`src/rtl/rx_port_scheduler.sv`:
```
// rx_port_scheduler: round-robin drain of NUM_PORTS packet FIFOs onto one 32-bit AXI-Stream.
// Optional macro RX_SCHED_PKT_COUNT_EN adds per-port 16-bit packet counters on pkt_count.

module rx_sched_port #(
  parameter int PW  = 2,
  parameter int IDX = 0
) (
`ifdef RX_SCHED_PKT_COUNT_EN
  input  logic          aclk,
  input  logic          aresetn,
  output logic [15:0]   pkt_cnt,
`endif
  input  logic          flush_en,
  input  logic [PW-1:0] grant,
  output logic          flush
);
  assign flush = flush_en && (grant == PW'(IDX));

`ifdef RX_SCHED_PKT_COUNT_EN
  // Counts every flushed packet, zero-length ones included; wraps naturally.
  always_ff @(posedge aclk or negedge aresetn) begin
    if (!aresetn)   pkt_cnt <= '0;
    else if (flush) pkt_cnt <= pkt_cnt + 16'd1;
  end
`endif
endmodule

module rx_port_scheduler #(
  parameter int NUM_PORTS      = 4,
  parameter int FIFO_ADDR_SIZE = 10,
  localparam int PW            = $clog2(NUM_PORTS)
) (
  input  logic                                aclk,
  input  logic                                aresetn,
  input  logic [NUM_PORTS-1:0]                fifo_ready,
  input  logic [NUM_PORTS*FIFO_ADDR_SIZE-1:0] fifo_data_len,
  input  logic [NUM_PORTS*32-1:0]             fifo_data,
  output logic [FIFO_ADDR_SIZE-1:0]           fifo_read_ptr,
  output logic [NUM_PORTS-1:0]                fifo_flush,
  output logic [31:0]                         m_axis_tdata,
  output logic [3:0]                          m_axis_tkeep,
  output logic                                m_axis_tvalid,
  output logic                                m_axis_tlast,
  input  logic                                m_axis_tready,
  output logic [PW-1:0]                       m_axis_tdest,
  output logic                                busy
`ifdef RX_SCHED_PKT_COUNT_EN
  ,
  output logic [NUM_PORTS*16-1:0]             pkt_count
`endif
);
  typedef enum logic [1:0] {IDLE, STREAM, FLUSH} state_t;

  localparam logic [FIFO_ADDR_SIZE:0] FOUR = 4;

  state_t                                  state, state_nxt;
  logic [PW-1:0]                           grant, grant_nxt;
  logic [PW-1:0]                           last_grant, last_grant_nxt;
  logic [PW-1:0]                           win;
  logic                                    win_vld;
  logic [FIFO_ADDR_SIZE-1:0]               rd_ptr, rd_ptr_nxt;
  logic [FIFO_ADDR_SIZE:0]                 remaining;
  logic [NUM_PORTS-1:0][FIFO_ADDR_SIZE-1:0] len_a;
  logic [NUM_PORTS-1:0][31:0]              data_a;

  assign len_a  = fifo_data_len;
  assign data_a = fifo_data;

  // Round-robin: first ready port strictly after the previous winner.
  always_comb begin
    win     = '0;
    win_vld = 1'b0;
    for (int k = 1; k <= NUM_PORTS; k++) begin
      if (!win_vld && fifo_ready[(int'(last_grant) + k) % NUM_PORTS]) begin
        win_vld = 1'b1;
        win     = PW'((int'(last_grant) + k) % NUM_PORTS);
      end
    end
  end

  // One extra bit so a pointer past the length cannot alias to a small count.
  assign remaining = {1'b0, len_a[grant]} - {1'b0, rd_ptr};

  always_comb begin
    state_nxt      = state;
    grant_nxt      = grant;
    last_grant_nxt = last_grant;
    rd_ptr_nxt     = rd_ptr;
    case (state)
      IDLE: begin
        rd_ptr_nxt = '0;
        if (win_vld) begin
          grant_nxt      = win;
          last_grant_nxt = win;
          state_nxt      = (len_a[win] == '0) ? FLUSH : STREAM;
        end
      end
      STREAM: begin
        if (m_axis_tready) begin
          if (m_axis_tlast) state_nxt  = FLUSH;
          else              rd_ptr_nxt = rd_ptr + FIFO_ADDR_SIZE'(4);
        end
      end
      FLUSH: begin
        rd_ptr_nxt = '0;
        state_nxt  = IDLE;
      end
      default: state_nxt = IDLE;
    endcase
  end

  always_ff @(posedge aclk or negedge aresetn) begin
    if (!aresetn) begin
      state      <= IDLE;
      grant      <= '0;
      last_grant <= PW'(NUM_PORTS - 1);
      rd_ptr     <= '0;
    end else begin
      state      <= state_nxt;
      grant      <= grant_nxt;
      last_grant <= last_grant_nxt;
      rd_ptr     <= rd_ptr_nxt;
    end
  end

  // Beat outputs are gated by state so reset clears them without a clock.
  assign m_axis_tvalid = (state == STREAM);
  assign m_axis_tdata  = m_axis_tvalid ? data_a[grant] : '0;
  assign m_axis_tlast  = m_axis_tvalid && (remaining <= FOUR);
  assign m_axis_tdest  = grant;
  assign fifo_read_ptr = rd_ptr;
  assign busy          = (state != IDLE);

  always_comb begin
    m_axis_tkeep = 4'b0000;
    if (m_axis_tvalid) begin
      if (remaining >= FOUR) m_axis_tkeep = 4'b1111;
      else begin
        case (remaining[1:0])
          2'd1:    m_axis_tkeep = 4'b0001;
          2'd2:    m_axis_tkeep = 4'b0011;
          2'd3:    m_axis_tkeep = 4'b0111;
          default: m_axis_tkeep = 4'b0000;
        endcase
      end
    end
  end

  for (genvar i = 0; i < NUM_PORTS; i++) begin : g_port
    rx_sched_port #(.PW(PW), .IDX(i)) u_port (
`ifdef RX_SCHED_PKT_COUNT_EN
      .aclk     (aclk),
      .aresetn  (aresetn),
      .pkt_cnt  (pkt_count[i*16 +: 16]),
`endif
      .flush_en (state == FLUSH),
      .grant    (grant),
      .flush    (fifo_flush[i])
    );
  end
endmodule

```
`config.mk`:
```
export PLATFORM = sky130hd
export DESIGN_NAME = rx_port_scheduler
export DESIGN_NICKNAME = d
export VERILOG_FILES = /design/src/rtl/rx_port_scheduler.sv
export SDC_FILE = /design/constraint.sdc
export NUM_CORES = 1
export LEC_CHECK = 0
export ABC_AREA = 1
export CORE_MARGIN = 5
export CORE_UTILIZATION = 45
export CTS_CLUSTER_SIZE = 28
export DETAILED_ROUTE_END_ITERATION = 8
export DONT_BUFFER_PORTS = 1
export SLEW_MARGIN = 30
export SYNTH_ARGS = -nofsm -noshare
export SYNTH_HDL_FRONTEND = slang
export SYNTH_HIERARCHICAL = 1
export SYNTH_SLANG_ARGS = --single-unit
```
`constraint.sdc`:
```
create_clock -name aclk -period 6.6 [get_ports aclk]
set_input_delay 0.99 -clock aclk [delete_from_list [all_inputs] [get_ports aclk]]
set_output_delay 0.99 -clock aclk [all_outputs]
set_load 0.05 [all_outputs]
```
**Yosys cells after proc, flatten, opt, wreduce, memory -nomap -nowiden**

Cells that the tools add are included.
W data, S select, Z words.

- Input bits: 175
- Output and inout bits: 55
- Word-level logic and storage cells: 96
- Register bits: 16

- Reductions and logical operators: 24
- $lt $le $gt $ge: 8
- $add $sub $neg: 6
- Eq/ne operators: 12
- Multiplexer cells: 38
- Bitwise gates (word level): 4

Operators with widths:

| cell | count |
|---|---|
| $bmux W32 S2 | 1 |
| $mux W32 | 2 |
| $bmux W10 S2 | 2 |
| $mux W10 | 4 |
| $pmux W10 S2 | 1 |
| $lt A3 B4 Y1 const B | 4 |
| $mux W2 | 8 |
| $mux W1 | 12 |
| $ge A11 B3 Y1 const B | 1 |
| $le A11 B3 Y1 const B | 1 |
| $sub A10 B10 Y11 | 1 |
| $add A10 B3 Y10 const B | 1 |
| $eq A2 B2 Y1 const B | 5 |
| $logic_not A10 Y1 | 1 |
| $reduce_or A2 Y1 | 5 |
| $pmux W3 S3 | 1 |
| $bmux W1 S2 | 4 |
| $logic_and A1 B1 Y1 | 8 |
| $mux W4 | 2 |
| $eq A2 B1 Y1 const B | 3 |
| $lt A2 B3 Y1 const B | 2 |
| $reduce_and A3 Y1 | 2 |
| $add A2 B1 Y2 const B | 2 |
| $add A2 B2 Y2 const B | 2 |
| other kinds (8) | 17 |

**Logic depth before layout (Yosys ltp)**

Gate-level depths: netlist (run 1).

- Word-level depth: 22
- Depth in mapped cells: 21
- Mapped depth without buffers: 19

**Hierarchy**

Netlist (run 1), hierarchy kept.

By module, submodules not included:

| module | area each (µm²) | instances | seq. area each (µm²) | cells each |
|---|---|---|---|---|
| rx_port_scheduler | 2895.3 | 1 | 352.8 | 576 |
| rx_sched_port at g_port[0].u_port ... | 13.8 | 2 | 0.0 | 3 |
| rx_sched_port at g_port[1].u_port ... | 10.0 | 2 | 0.0 | 2 |

**Worst setup path after synthesis (run 1)**

No wires, ideal clock.

- Path type: register to output
- Start point: reg grant[0] (netlist: m_axis_tdest[0])
- End point: out m_axis_tlast
- Arrival: 3.370 ns
- Buffers on the path: 2
- Stages on the path, launching flop included: 17
- Setup slack: 2.240 ns
- Data required time: 5.610 ns
- Cells stage by stage: dfrtp_1 -> buf_2 -> clkbuf_1 -> o21ai_0 -> o22ai_1 -> ha_1 -> nand2_1 -> nand3b_1 -> nand2_1 -> nand2_1 -> nand2_1 -> nand2_1 -> nand2_1 -> nand3_1 -> nor2_1 -> nand2_2 -> nor2_1

- Word-level cells in the longest chain between the ends: 5

Ends and longest elaborated chain:

| item | RTL line | RTL |
|---|---|---|
| from (decl) | 57 | `logic [PW-1:0] grant, grant_nxt;` |
| from (signal assigned) | 120 | `grant <= grant_nxt;` |
| $bmux W10 S2 | 82 | `assign remaining = {1'b0, len_a[grant]} - {1'b0, rd_ptr};` |
| $mux W10 (not written as such) | 82 |  |
| $sub A10 B10 Y11 | 82 |  |
| $le A11 B3 Y1 | 129 | `assign m_axis_tlast = m_axis_tvalid && (remaining <= FOUR);` |
| $logic_and A1 B1 Y1 | 129 |  |
| to (decl) | 43 | `output logic m_axis_tlast,` |

Every way passes these cells. The select of a mux whose other input is x is not followed.

**Final worst setup path (run 1)**

Same ends and word-level chain as after synthesis.

==> results of run 1 <==
[power by group through the flow]
stage,clock network (mW),logic (mW),registers (mW)
2_1_floorplan,0,1.52,0.190
3_3_place_gp,0,1.66,0.261
3_5_place_dp,0,1.74,0.262
4_1_cts,0.0850,1.74,0.262
5_1_grt,0.0933,2.02,0.219
6_report,0.0837,1.84,0.211
[per-stage QoR]
stage | area [µm²] | power [mW] | std cells | utilization, %
after floorplan | 2947 | 1.709 | 587 | -
after global placement | 2934 | 1.923 | 635 | 46.21
after detailed placement | 3005 | 2.003 | 635 | 47.33
after CTS | 3060 | 2.092 | 639 | 48.20
after global routing | 3114 | 2.330 | 640 | 49.04
final | 3114 | 2.132 | 640 | 49.04
[sequential cells by signal, summed over array words and instances (netlist names)]
| name | flops |
|---|---|
| m_axis_tdest | 2 |
| state | 2 |
| fifo_read_ptr | 8 |
| last_grant | 2 |
[synth_stat cells (5+ instances only)]
library cell	count
a21oi_1	40
buf_1	10
clkbuf_1	18
dfrtp_1	12
ha_1	9
inv_1	39
nand2_1	111
nand3_1	34
nand4_1	5
nor2_1	169
nor2_2	5
nor4_1	10
o21ai_0	86
o22ai_1	8
xor2_1	5
[routing by layer]
metal | global-route usage [%] | part of all wire [%]
met1 | 30.92 | 39
met2 | 43.04 | 49
met3 | 7.500 | 9.9
met4 | 6.968 | 2.3
met5 | 0 | 0
[cells by family (layout without fill, tap and decap cells)]
group           Yosys count  after routing  synth area share, %
xor+xnor                  6              6                1.786
compound gates          137            137                23.77
simple gates            342            342                47.92
flops                    14             14                11.99
other cells               1              2               0.1274
fa+ha+maj                 9              9                3.827
buf+inv                  77             53                10.59
[cell type report]
| class | count | area, µm² | area share, % |
|---|---|---|---|
| tap | 77 | 96.34 | 3.094 |
| timing repair buffer | 5 | 57.56 | 1.848 |
| multi-input combinational | 496 | 2380 | 76.42 |
| clock buffer | 4 | 55.05 | 1.768 |
| sequential | 14 | 357.8 | 11.49 |
| inverter | 44 | 167.7 | 5.384 |
[worst register-to-register path: cells and delay by family, from the launching register on]
family / cells / cell delay (ns)
AO/OA/AOI/OAI: 3 / 0.57
buffers and inverters: 3 / 0.88
flip-flops: 1 / 0.63
adder cells (fa/ha/maj): 1 / 0.27
AND/OR/NAND/NOR: 12 / 1.10
[how the worst min path moves through the flow]
stage / start / end / slack (ns) / cells past startpoint
2_1_floorplan: last_grant[1] / last_grant[1] / 0.54 / 2
6_report: aresetn / state[0] / 0.44 / 0
5_1_grt: aresetn / m_axis_tdest[0] / 0.42 / 0
3_5_place_dp: last_grant[1] / last_grant[1] / 0.60 / 2
3_3_place_gp: last_grant[1] / last_grant[1] / 0.60 / 2
4_1_cts: aresetn / state[0] / 0.43 / 0
==> flow_metrics.py, run 1 <==
metrics = {
    "status": {
        "outcome": "complete, no violations",
    },
    "sta": {
        "relSlewSlack_pct": 30.01,
        "min_period_ns": 5.000,
        "fin_skew_ns": 0.003394,
        "finalCritPeriodShare_pct": 75.76,
        "setup_ws_ns": 1.600,
        "rsz0062_at_grt": "false",
        "setup_viol": 0,
        "hold_slack_ns": 0.4354,
        "drv_slew": 0,
        "tns_ns": 0,
        "worst_pin_slew_ns": 1.053,
        "clock.fmax_mhz": 200.0,
        "finalHoldViolations": 0,
    },
    "worst_setup_path": {
        "regToRegStartpoint": "m_axis_tdest[0]",
        "critPathKind": "reg -> out",
        "crit_cells": 16,
        "cp_slowest_cell": "nor2_1",
        "worstPathCellList": "buf_16, inv_2, o21ai_0, o22ai_1, ha_1, inv_1, nand2_1, nand2_1, nand2_1, nand2_1, nand2_1, nand2_1, nand3_1, a21oi_2, nand2_2, nor2_1",
        "end_kind": "output pin",
        "slowest_delay_ns": 0.71,
        "startpoint": "m_axis_tdest[0]",
        "crit_end": "m_axis_tlast",
        "worst-path-buf-inv": 3,
        "critPathArrivalTime_ns": 4.01,
        "critical-path-top-delay-family": "simple AND/OR/NAND/NOR gates",
        "crit_fanout": 59,
        "reg2regPathDepth": 19,
        "rrSetupSlack_ns": 3.06,
        "r2r_end": "fifo_read_ptr[7]",
        "startpoint_type": "register",
        "crit_required_ns": 5.61,
        "cpMostUsedCell": "nand2_1",
    },
    "die": {
        "dieWidth_um": 90.87,
        "fp-row-count": 29,
        "io_pins": 230,
        "die_area_um2": 8256,
        "die_h_um": 90.87,
        "core_um2": 6350,
        "initial_core_util_pct": 46.34,
    },
    "pwr": {
        "p_per_area_nw_per_um2": 684.5,
        "clkPwrFrac_pct": 3.9,
        "p_comb_share_pct": 86.2,
        "p_leak_nw": 1.382,
        "irDropWorstVdd_v": 0.0003925,
        "switchingPower_mw": 1.524,
        "seq_power_share_pct": 9.9,
        "internal-power_uw": 608.0,
        "p_sw_share_pct": 71.48,
    },
    "layout": {
        "syn_to_final_growth_pct": 5.825,
        "antennaDiodeCount": 0,
        "final_common_cell": "nor2_1",
        "final_nets": 748,
        "mostFrequentLayoutCells": "nor2_1 (169), nand2_1 (111), o21ai_0 (85)",
        "drive_gt1_share_pct": 9.414,
        "fill_cells": 697,
    },
    "placement": {
        "hpwl_um": 9129,
        "io_buffers": 0,
        "place_ws_ns": 1.605,
        "gp_congestion": 0.9663,
    },
    "grt": {
        "grt_use_total_pct": 25.33,
        "grt_overflow": 0,
        "grt_pass1_wl_um": 17570,
        "grt_pass1_vias": 3399,
        "grt_max_degree": 93,
        "grt_antenna_before_repair": 0,
    },
    "yosys": {
        "synth_cell_types": 31,
        "yosys.area.top_type_share_pct": 21.56,
        "synthTopCellsByArea": "nor2_1 (22%), o21ai_0 (15%), nand2_1 (14%)",
        "yosysSeqAreaShare_pct": 11.99,
        "async_flop_share_pct": 100.0,
        "syn_area_um2": 2943,
        "avgSynthCellArea_um2": 5.022,
        "synth-main-ff-cell": "dfrtp_1",
        "synthCells": 586,
        "ys_warn_count": 6,
        "synth_edf_count": 0,
        "yosys.area.top_type": "nor2_1",
        "synth_seq_cells": 14,
    },
    "route": {
        "route.vias.total": 3681,
        "wl_per_cell_um": 17.86,
        "first_pass_iters": 5,
        "totalWireLength_um": 11430,
        "post-route-drc-count": 0,
        "viasPerCell": 5.752,
        "final_antenna_net_count": 0,
        "drt-initial-drc-count": 197,
    },
    "clock_network": {
        "cts_tree": "built",
        "cts_resized": 0,
        "clk_pin_slew_worst_paths_ns": 0.06,
        "cts_buffer_depth": 2,
        "cts_inserted_buffers": 3,
        "cts_setup_buffers": 0,
        "clkLatencyLatePin_ns": 0.24,
        "cts.htree.levels": 1,
        "root_buffer": "clkbuf_8",
        "cts_hold_buffers": 0,
        "cts.sinks": 14,
    },
    "min_path": {
        "hold_class": "in -> async",
    },
    "run": {
        "cap_violations": 0,
    },
}
Power figures use the tool's default switching activity.
==> run 2: changes to the inputs <==
==> constraint.sdc (replaced) <==
create_clock -name aclk -period 4.3 [get_ports aclk]
set_input_delay 0.645 -clock aclk [delete_from_list [all_inputs] [get_ports aclk]]
set_output_delay 0.645 -clock aclk [all_outputs]
set_load 0.05 [all_outputs]
==> run 2 against run 1 <==
  * Via count rose by 5.0%
  * Total power rose by 61%
  * Clock skew fell by 0.0025 ns
  * Largest power group unchanged
==> flow_metrics.py, run 2 (synthesis results as in run 1) <==
metrics = {
    "route": {
        "wl_per_cell_um": 16.90,
        "drt-initial-drc-count": 273,
        "post-route-drc-count": 0,
        "totalWireLength_um": 11490,
        "first_pass_iters": 4,
        "route.vias.total": 3866,
        "viasPerCell": 5.685,
        "final_antenna_net_count": 0,
    },
    "die": {
        "die_area_um2": 8256,
        "io_pins": 230,
        "dieWidth_um": 90.87,
        "die_h_um": 90.87,
        "core_um2": 6350,
        "initial_core_util_pct": 46.34,
        "fp-row-count": 29,
    },
    "pwr": {
        "irDropWorstVdd_v": 0.0006838,
        "p_per_area_nw_per_um2": 1040,
        "p_leak_nw": 1.584,
        "finalPower_mw": 3.443,
    },
    "worst_setup_path": {
        "worstPathCellList": "inv_2, nor2_1, o22ai_1, ha_1, nand2_1, inv_1, a21oi_1, nand2_1, nand2_1, nand2_1, nand2_1, nand3_1, nor2_1, nand2_1, nand2_1, o21ai_1, buf_4",
        "critPathKind": "reg -> out",
        "cpMostUsedCell": "nand2_1",
        "crit_end": "m_axis_tkeep[2]",
        "startpoint": "m_axis_tdest[0]",
        "startpoint_type": "register",
        "rrSetupSlack_ns": 1.37,
        "end_kind": "output pin",
        "cp_slowest_cell": "dfrtp_4",
        "regToRegStartpoint": "m_axis_tdest[0]",
        "slowest_delay_ns": 0.56,
        "crit_required_ns": 3.65,
        "r2r_end": "fifo_read_ptr[6]",
        "crit_fanout": 17,
        "reg2regPathDepth": 18,
        "critPathArrivalTime_ns": 3.08,
    },
    "sta": {
        "finalHoldViolations": 0,
        "rsz0062_at_grt": "false",
        "clock.fmax_mhz": 268.3,
        "tns_ns": 0,
        "relSlewSlack_pct": 60.26,
        "min_period_ns": 3.727,
        "worst_pin_slew_ns": 0.5952,
        "drv_slew": 0,
        "fin_skew_ns": 0.0008689,
        "finalCritPeriodShare_pct": 86.66,
        "setup_viol": 0,
        "setup_ws_ns": 0.5735,
    },
    "clock_network": {
        "cts_tree": "built",
        "cts.sinks": 14,
        "root_buffer": "clkbuf_8",
        "cts_resized": 0,
        "cts.htree.levels": 1,
        "clk_pin_slew_worst_paths_ns": 0.06,
        "cts_inserted_buffers": 3,
        "cts_hold_buffers": 0,
        "cts_setup_buffers": 0,
        "cts_buffer_depth": 2,
        "clkLatencyLatePin_ns": 0.24,
    },
    "layout": {
        "final_common_cell": "nor2_1",
        "fill_cells": 659,
        "multiInputGateArea_um2": 2282,
        "largest_register_ffs": 8,
        "antennaDiodeCount": 0,
        "fin_cells": 680,
        "syn_to_final_growth_pct": 12.46,
        "drive_gt1_share_pct": 11.11,
        "final_nets": 788,
        "seqCellArea_um2": 357.8,
        "mostFrequentLayoutCells": "nor2_1 (169), nand2_1 (111), o21ai_0 (85)",
    },
    "grt": {
        "grt_overflow": 0,
        "grt_use_total_pct": 25.21,
        "grt_max_degree": 68,
        "grt_antenna_before_repair": 0,
        "grt_pass1_wl_um": 17470,
        "grt_pass1_vias": 3420,
    },
    "placement": {
        "place_ws_ns": 0.9153,
        "gp_congestion": 1.027,
        "io_buffers": 0,
        "place_inst": 676,
        "hpwl_um": 9509,
    },
    "run": {
        "cap_violations": 0,
    },
    "status": {
        "outcome": "complete, no violations",
    },
    "min_path": {
        "hold_class": "in -> async",
    },
}
==> run 2: per-layer routing <==
metal	track usage (%)	wire, µm	part of all wire (%)
met1	29.36	4173	36
met2	43.10	5580	49
met3	8.000	1369	12
met4	9.046	371	3.2
met5	0	0	0
==> run 2: layout make-up <==
cell class / instances / area share [%]
multi-input combinational: 496 / 68.96
timing repair buffer: 45 / 10.59
clock buffer: 4 / 1.664
inverter: 44 / 5.066
tap: 77 / 2.911
sequential: 14 / 10.81
==> run 2: critical path, delay by kind of cell (launching register included) <==
family,cells,cell delay (ns)
and+or+nand+nor,10,1.04
DFF,1,0.56
adders and majority gates,1,0.30
buffers and inverters,3,0.48
AOI/OAI and AO/OA,3,0.45
==> run 2: power by group <==
part,switching [mW],internal [mW],leakage [nW]
sequential,0.125,0.182,0.178
clock,0.0464,0.0811,0.0288
combinational,2.13,0.878,1.38
==> run 2: how the worst min path moves through the flow <==
| stage | to | slack (ns) | cells after the start |
|---|---|---|---|
| after detailed placement | state[0] | 0.35 | 0 |
| after floorplan | fifo_read_ptr[2] | 0.35 | 0 |
| after global placement | state[0] | 0.35 | 0 |
| final | fifo_read_ptr[3] | 0.09 | 0 |
| after CTS | state[0] | 0.09 | 0 |
| after global routing | state[0] | 0.08 | 0 |
==> run 2: through the flow <==
step           util [%]  cell area [µm²]  hold WS [ns]
2_1_floorplan         -             2947        0.3494
3_3_place_gp      51.25             3254        0.3499
3_5_place_dp      51.25             3254        0.3500
4_1_cts           52.12             3309       0.08560
5_1_grt           52.12             3309       0.07651
6_report          52.12             3309       0.09053
==> run 3: changes to the inputs <==
--- a/config.mk
+++ b/config.mk
@@ -11,6 +11,7 @@
 export CTS_CLUSTER_SIZE = 28
 export DETAILED_ROUTE_END_ITERATION = 8
 export DONT_BUFFER_PORTS = 1
+export PLACE_DENSITY_LB_ADDON = 0.05
 export SLEW_MARGIN = 30
 export SYNTH_ARGS = -nofsm -noshare
 export SYNTH_HDL_FRONTEND = slang
==> run 3 against run 2 <==
  * Setup slack worse by 0.14 ns
  * Hold slack worse by 0.011 ns
  * Combinational power hardly changed
  * Sequential power is 2% higher
  * Via count is 0.26% higher
  * Register-to-register slack worse by 0.16 ns
  * Clock skew is 0.0032 ns higher
  * Critical path type unchanged
  * Highest routed layer unchanged
==> flow_metrics.py, run 3 (synthesis results as in run 1) <==
metrics = {
    "worst_setup_path": {
        "rrSetupSlack_ns": 1.21,
        "crit_required_ns": 3.65,
        "critPathArrivalTime_ns": 3.22,
        "reg2regPathDepth": 18,
        "regToRegStartpoint": "m_axis_tdest[0]",
        "r2r_end": "fifo_read_ptr[9]",
        "startpoint_type": "register",
        "crit_fanout": 49,
        "critPathKind": "reg -> out",
        "end_kind": "output pin",
    },
    "placement": {
        "gp_congestion": 0.9925,
        "hpwl_um": 9786,
        "place_ws_ns": 0.5439,
        "io_buffers": 0,
    },
    "pwr": {
        "finalPower_mw": 3.454,
        "switchingPower_mw": 2.315,
        "irDropWorstVdd_v": 0.0007017,
        "p_comb_share_pct": 87.1,
        "clkPwrFrac_pct": 3.9,
        "p_per_area_nw_per_um2": 1043,
        "p_sw_share_pct": 67.01,
        "seq_power_share_pct": 9.0,
        "internal-power_mw": 1.139,
        "p_leak_nw": 1.584,
    },
    "die": {
        "initial_core_util_pct": 46.34,
        "die_h_um": 90.87,
        "io_pins": 230,
        "dieWidth_um": 90.87,
        "die_area_um2": 8256,
        "fp-row-count": 29,
        "core_um2": 6350,
    },
    "layout": {
        "antennaDiodeCount": 0,
        "fill_cells": 694,
        "drive_gt1_share_pct": 11.11,
        "largest_register_ffs": 8,
        "syn_to_final_growth_pct": 12.54,
        "final_nets": 788,
        "mostFrequentLayoutCells": "nor2_1 (169), nand2_1 (111), o21ai_0 (85)",
        "final_common_cell": "nor2_1",
    },
    "route": {
        "drt-initial-drc-count": 200,
        "wl_per_cell_um": 17.53,
        "post-route-drc-count": 0,
        "final_antenna_net_count": 0,
        "first_pass_iters": 5,
        "route.vias.total": 3876,
        "totalWireLength_um": 11920,
        "viasPerCell": 5.700,
    },
    "sta": {
        "fin_skew_ns": 0.004052,
        "tns_ns": 0,
        "worst_pin_slew_ns": 0.8251,
        "relSlewSlack_pct": 45.00,
        "finalHoldViolations": 0,
        "finalCritPeriodShare_pct": 89.95,
        "drv_slew": 0,
        "setup_ws_ns": 0.4319,
        "clock.fmax_mhz": 258.5,
        "rsz0062_at_grt": "false",
        "setup_viol": 0,
        "min_period_ns": 3.868,
    },
    "clock_network": {
        "clkLatencyLatePin_ns": 0.25,
        "cts_resized": 0,
        "cts.sinks": 14,
        "cts_tree": "built",
        "cts_hold_buffers": 0,
        "root_buffer": "clkbuf_8",
        "cts_inserted_buffers": 3,
        "clk_pin_slew_worst_paths_ns": 0.07,
        "cts.htree.levels": 1,
        "cts_buffer_depth": 2,
        "cts_setup_buffers": 0,
    },
    "grt": {
        "grt_use_total_pct": 25.81,
        "grt_pass1_vias": 3440,
        "grt_max_degree": 76,
        "grt_pass1_wl_um": 17860,
        "grt_antenna_before_repair": 0,
        "grt_overflow": 0,
    },
    "status": {
        "outcome": "complete, no violations",
    },
    "run": {
        "cap_violations": 0,
    },
    "min_path": {
        "hold_class": "in -> async",
    },
}
[run 3: critical path: stages, from the launching register on]
cell and delay, ns:
dfrtp_4 0.57, inv_4 0.34, o21ai_0 0.15, o22ai_1 0.15, ha_1 0.31, nand2_1 0.10
inv_1 0.04, a21oi_1 0.19, nand2_1 0.08, nand2_1 0.10, nand2_1 0.08, nand2_1 0.06
nand3_1 0.06, nor2_1 0.22, nand2_1 0.09, nand2_1 0.14, o21ai_1 0.09, buf_4 0.19
[run 3: worst max-delay path by stage]
stage | start | cells after the start | to | slack [ns]
5_1_grt | m_axis_tdest[0] | 16 | m_axis_tlast | 0.14
6_report | m_axis_tdest[0] | 17 | m_axis_tkeep[2] | 0.43
4_1_cts | m_axis_tdest[0] | 17 | m_axis_tkeep[2] | 0.27
3_5_place_dp | m_axis_tdest[0] | 17 | m_axis_tkeep[2] | 0.54
2_1_floorplan | m_axis_tdest[0] | 16 | m_axis_tlast | 0.29
3_3_place_gp | m_axis_tdest[0] | 16 | m_axis_tlast | 0.67
[run 3: stage by stage]
step           instances  hold slack, ns  instance area [µm²]  util [%]
6_report             680         0.07958                 3312     52.16
2_1_floorplan        587          0.3494                 2947         -
4_1_cts              680         0.08497                 3309     52.12
3_3_place_gp         676          0.3500                 3254     51.25
3_5_place_dp         676          0.3499                 3254     51.25
5_1_grt              680         0.07458                 3312     52.16
[run 3: cell type report]
type                            instances  area, µm²  area share [%]
Timing Repair Buffer                   45      350.3           10.58
Inverter                               44      170.2           5.138
Sequential cell                        14      357.8           10.80
Multi-Input combinational cell        496       2282           68.91
Tap cell                               77      96.34           2.909
Clock buffer                            4      55.05           1.662
[run 3: power by group through the flow]
| stage | registers, mW | logic [mW] | clock network, mW |
|---|---|---|---|
| after floorplan | 0.292 | 2.33 | 0 |
| after global placement | 0.306 | 2.95 | 0 |
| after detailed placement | 0.310 | 2.98 | 0 |
| after CTS | 0.307 | 2.99 | 0.133 |
| after global routing | 0.319 | 3.29 | 0.141 |
| final | 0.311 | 3.01 | 0.135 |
[run 3: routing by layer]
metal	up-vias	part of all wire, %	track usage (%)	routed length (µm)
met5	-	0	0	0
met4	0	2.2	5.379	258
met3	20	10	8.417	1229
met2	190	50	47.22	6006
met1	1726	37	28.97	4428
li1	1940	-	-	-
